**src/rtl/mem_arbiter.sv**
```systemverilog
// rtl/mem_arbiter.sv - fetch/data arbiter onto one shared memory port
// One transaction in flight; data wins ties unless fetch has waited STARVE_MAX grants.
module mem_arbiter #(
  parameter int STARVE_MAX = 4
) (
  input  logic        clk,
  input  logic        reset,
  input  logic        i_req,
  input  logic [31:0] i_addr,
  output logic [31:0] i_rdata,
  output logic        i_valid,
  input  logic        d_req,
  input  logic        d_we,
  input  logic [31:0] d_addr,
  input  logic [31:0] d_wdata,
  output logic [31:0] d_rdata,
  output logic        d_valid,
  output logic        m_req,
  output logic        m_we,
  output logic [31:0] m_addr,
  output logic [31:0] m_wdata,
  input  logic        m_ack,
  input  logic [31:0] m_rdata,
  output logic        stall_f,
  output logic        stall_m
);

  typedef enum logic [1:0] {IDLE, IGNT, DGNT} state_t;

  localparam logic [2:0] SMAX = 3'(STARVE_MAX);

  state_t      state_q, state_d;
  logic [2:0]  starve_q, starve_d;
  logic [31:0] addr_q, addr_d;
  logic [31:0] wdata_q, wdata_d;
  logic        we_q, we_d;
  logic [31:0] i_rdata_q, i_rdata_d;
  logic [31:0] d_rdata_q, d_rdata_d;
  logic        i_valid_q, i_valid_d;
  logic        d_valid_q, d_valid_d;
  logic        i_live, d_live;

  // A port whose completion is being reported this cycle does not compete.
  assign i_live = i_req & ~i_valid_q;
  assign d_live = d_req & ~d_valid_q;

  always_comb begin
    state_d   = state_q;
    starve_d  = starve_q;
    addr_d    = addr_q;
    wdata_d   = wdata_q;
    we_d      = we_q;
    i_rdata_d = i_rdata_q;
    d_rdata_d = d_rdata_q;
    i_valid_d = 1'b0;
    d_valid_d = 1'b0;
    case (state_q)
      IDLE: begin
        if (d_live && !(i_live && starve_q == SMAX)) begin
          state_d  = DGNT;
          addr_d   = d_addr;
          we_d     = d_we;
          wdata_d  = d_wdata;
          if (!i_live)               starve_d = 3'd0;
          else if (starve_q != SMAX) starve_d = starve_q + 3'd1;
        end else if (i_live) begin
          state_d  = IGNT;
          addr_d   = i_addr;
          we_d     = 1'b0;
          wdata_d  = 32'd0;
          starve_d = 3'd0;
        end
      end
      IGNT: begin
        if (m_ack) begin
          state_d   = IDLE;
          i_valid_d = 1'b1;
          i_rdata_d = m_rdata;
        end
      end
      DGNT: begin
        if (m_ack) begin
          state_d   = IDLE;
          d_valid_d = 1'b1;
          if (!we_q) d_rdata_d = m_rdata;
        end
      end
      default: state_d = IDLE;
    endcase
  end

  always_ff @(posedge clk or negedge reset) begin
    if (!reset) begin
      state_q   <= IDLE;
      starve_q  <= 3'd0;
      addr_q    <= 32'd0;
      wdata_q   <= 32'd0;
      we_q      <= 1'b0;
      i_rdata_q <= 32'd0;
      d_rdata_q <= 32'd0;
      i_valid_q <= 1'b0;
      d_valid_q <= 1'b0;
    end else begin
      state_q   <= state_d;
      starve_q  <= starve_d;
      addr_q    <= addr_d;
      wdata_q   <= wdata_d;
      we_q      <= we_d;
      i_rdata_q <= i_rdata_d;
      d_rdata_q <= d_rdata_d;
      i_valid_q <= i_valid_d;
      d_valid_q <= d_valid_d;
    end
  end

  assign m_req   = (state_q != IDLE);
  assign m_we    = (state_q == DGNT) & we_q;
  assign m_addr  = addr_q;
  assign m_wdata = wdata_q;
  assign i_rdata = i_rdata_q;
  assign d_rdata = d_rdata_q;
  assign i_valid = i_valid_q;
  assign d_valid = d_valid_q;
  assign stall_f = i_req & ~i_valid_q;
  assign stall_m = d_req & ~d_valid_q;

endmodule

```
**config.mk**
```make
export PLATFORM = sky130hd
export DESIGN_NAME = mem_arbiter
export DESIGN_NICKNAME = d
export VERILOG_FILES = /design/src/rtl/mem_arbiter.sv
export SDC_FILE = /design/constraint.sdc
export NUM_CORES = 1
export LEC_CHECK = 0
export CAP_MARGIN = 30
export CORE_ASPECT_RATIO = 0.5
export CORE_MARGIN = 3
export CORE_UTILIZATION = 37
export DETAILED_ROUTE_END_ITERATION = 10
export GPL_ROUTABILITY_DRIVEN = 0
export PLACE_DENSITY = 0.86
export SYNTH_ARGS = -nofsm -noshare
export SYNTH_HDL_FRONTEND = slang
export SYNTH_SLANG_ARGS = --single-unit
```
**constraint.sdc**
```tcl
create_clock -name clk -period 1.6 [get_ports clk]
set_input_delay 0.32 -clock clk [delete_from_list [all_inputs] [get_ports clk]]
set_output_delay 0.32 -clock clk [all_outputs]
set_load 0.02 [all_outputs]
```
==> run metrics <==
failing checks=negative setup slack; P_int=approximately 12 mW; fraction of power consumed by sequential logic=a little under a third; Die Width=179 um; WL final=about 19000 um; CP required=roughly 1.9 ns; Remaining DRCs=0; worst-skew pair later-pin latency=0.41 ns; Net Sw Frac=between 30% and 40%; Yosys top cell area share=just over 60%; Leak Pwr=4.51 nW; cell taking the most area after synthesis=dfrtp_1; Final nets=roughly 800; Core Box Area=about 0.014 mm2; Gate Count Post-Synth=370; die area=roughly 0.017 mm2; largest cells by area after synthesis=dfrtp_1 (61%), mux2_1 (6.5%), mux2_2 (6.5%); Die Ht=~93 um; vias in the first global route=5077; area grow syn2layout=72.7%; max cap viols=0; final setup fails=50; cell chain of the critical path=inv_2 -> ha_4 -> nand4b_1 -> and3_4 -> bufbuf_16 -> a22o_1; Cell Rows=30; EDFF count, synth=0; Worst setup EP type=flip-flop; CP peak stage delay=0.40 ns; Hold Path Class=in2async; Clock Path Buffers=2; Fmax achieved=between 500 and 600 MHz; Seq/Total Area, Yosys=about three fifths; non-filler cells in the finished layout=around 880; First-pass DRT Iterations=5; CP Data Arrival Time=between 1.5 and 2 ns; number of port buffers=between 200 and 300; Unique masters post-synth=27; initial antenna violation count=0; GRT Residual Overflow=0; Yosys Warn Count=0; predominant post-synthesis flop cell=dfrtp_1; fin crit share=105%; GRT Overall Usage=between 20% and 30%; synthesized area=about 0.0056 mm2; share of total power in the clock network=approximately 22%; combinational power share=between 40% and 50%; routed wire length per instance=around 22 um; synthesized flop and latch total=between 100 and 150; Synthesized Nets=just over 500; Slew Viols, Final=0; PnR worst setup slack=-0.0835 ns; effective utilization at floorplan=between 30 and 40%; CP top delay family=flip-flops; io pins=about 270; H-tree levels=4; slowest CP cell=dfrtp_1; Setup CP Type=reg2reg; crit path time final=between 1.5 and 2 ns; Worst Path Buf+Inv=2; Setup crit start kind=flip-flop; n_diodes=0; layout cells sized above 1=between 20% and 30%; Final Hold Viols=0; commonest cells in the netlist=dfrtp_1 (136), a22o_1 (34); pre-CTS setup slack=-0.357 ns; sw power=between 7 and 8 mW; Layout Skew=0.0146 ns; drt initial violations=between 300 and 400; Sink Count=136; RSZ-0062 raised after global routing=yes; Syn Area/Cell=15.0 um2; CP Max Fanout=17; TritonCTS clock tree=done; Clock transition at path regs=0.06 ns; Slew HR=about 73%; Tot Pwr=19.3 mW; async set-or-reset flop fraction in the synthesized netlist=100%; Via density=between 5 and 6; Via Count=between 4k and 5k; status=complete, but fails checks; first-pass GRT wire length=28700 um; Worst VDD drop=around 0.9 mV; Post-DP HPWL=about 12000 um; count leader, synth=dfrtp_1; pwr dens=between 2000 and 2500 mW/mm2; worst slew pin tran=a little over 0.4 ns; largest net degree at the start of global routing=42; dpl cells=825; Post-DRT Antenna Nets=0; CTS root buffer=clkbuf_16; total CTS buffers=17; Filler cells=roughly 1.0k
state kept, by name, indices dropped and copies added (netlist names):
signal	cells
d_rdata	32
i_rdata	32
i_valid	1
starve_q	3
d_valid	1
we_q	1
m_wdata	32
m_addr	32
state_q	2
stage by stage:
stage / setup TNS [ns] / util [%] / area (um2) / hold WS (ns)
after global placement: -15.64 / 61.3 / 8650 / 0.267
after detailed placement: -17.13 / 61.3 / 8650 / 0.269
after floorplan: -0.560 / - / 5610 / 0.0244
after global routing: -5.70 / 68.1 / 9610 / 0.431
after CTS: -3.57 / 66.6 / 9400 / 0.420
final: -2.61 / 68.1 / 9610 / 0.408
final timing paths:
kind / from / endpoint / slack [ns] / cells past startpoint
worst max register to register: starve_q[0] / m_wdata[30] / -0.08 / 6
worst max-delay path: starve_q[0] / m_wdata[30] / -0.08 / 6
min in group clk: d_rdata[4] / d_rdata[4] / 0.48 / 1
worst min register to register: d_rdata[4] / d_rdata[4] / 0.48 / 1
max in group asynchronous: reset / d_valid / 0.66 / 3
worst min-delay path: reset / m_wdata[10] / 0.41 / 2
cell usage in the layout, fill, tap and decap left out, drive strengths merged:
cell	Yosys	layout
dfrtp	136	136
clkdlybuf4s50	0	132
dlygate4sd2	0	130
mux2	64	64
buf	22	51
a22o	34	34
o2111a	32	32
a221o	32	32
clkbuf	15	24
inv	8	11
ha	5	5
bufinv	0	4
nand2b	4	4
and2	3	3
o22ai	3	3
clkinv	0	3
a32o	2	2
clkinvlp	0	2
bufbuf	0	2
nand2	2	2
nand4b	1	1
and3	1	1
o21ai	1	1
nor2	1	1
nor2b	1	1
o211ai	1	1
a31oi	1	1
nand3	1	1
dlygate4sd3	0	1
power groups by stage:
stage	Combinational, mW	Sequential, mW	Clock [mW]
6_report	9.13	5.91	4.23
5_1_grt	9.62	6.09	4.47
4_1_cts	8.80	5.88	4.29
3_5_place_dp	9.37	5.95	0
3_3_place_gp	9.18	5.88	0
2_1_floorplan	2.71	7.82	0
cell type report:
type,instances,area [um2],area share (%)
clock buffer,20,447,4.65
clock inverter,12,190,1.98
inverter,8,32.5,0.339
multi-input combinational,189,2010,20.9
sequential,136,3400,35.4
tap,192,240,2.50
timing repair buffer,320,3280,34.2
per-layer routing:
metal	track usage, %	up-vias	wire length [um]
li1	-	2064	-
met1	26.7	2431	7630
met2	39.2	199	10000
met3	5.90	40	1230
met4	7.71	0	496
met5	0	-	0
what timing repair did:
action	4_1_cts	5_1_grt
resized for setup	169	16
setup buffers	4	4
hold buffers	1	0
cloned	7	5
endpoints found under the hold margin	36	0
endpoints found under the setup margin	218	127
pin swaps	16	10
cell families after synthesis:
kind of cell,after synthesis,share of synthesized area (%)
fa+ha+maj,5,1.13
buf+inv,45,4.55
flops,136,61.2
mux,64,13.0
compound gates,106,18.7
simple gates,14,1.46
No activity file was read; power rests on OpenSTA's default activity.
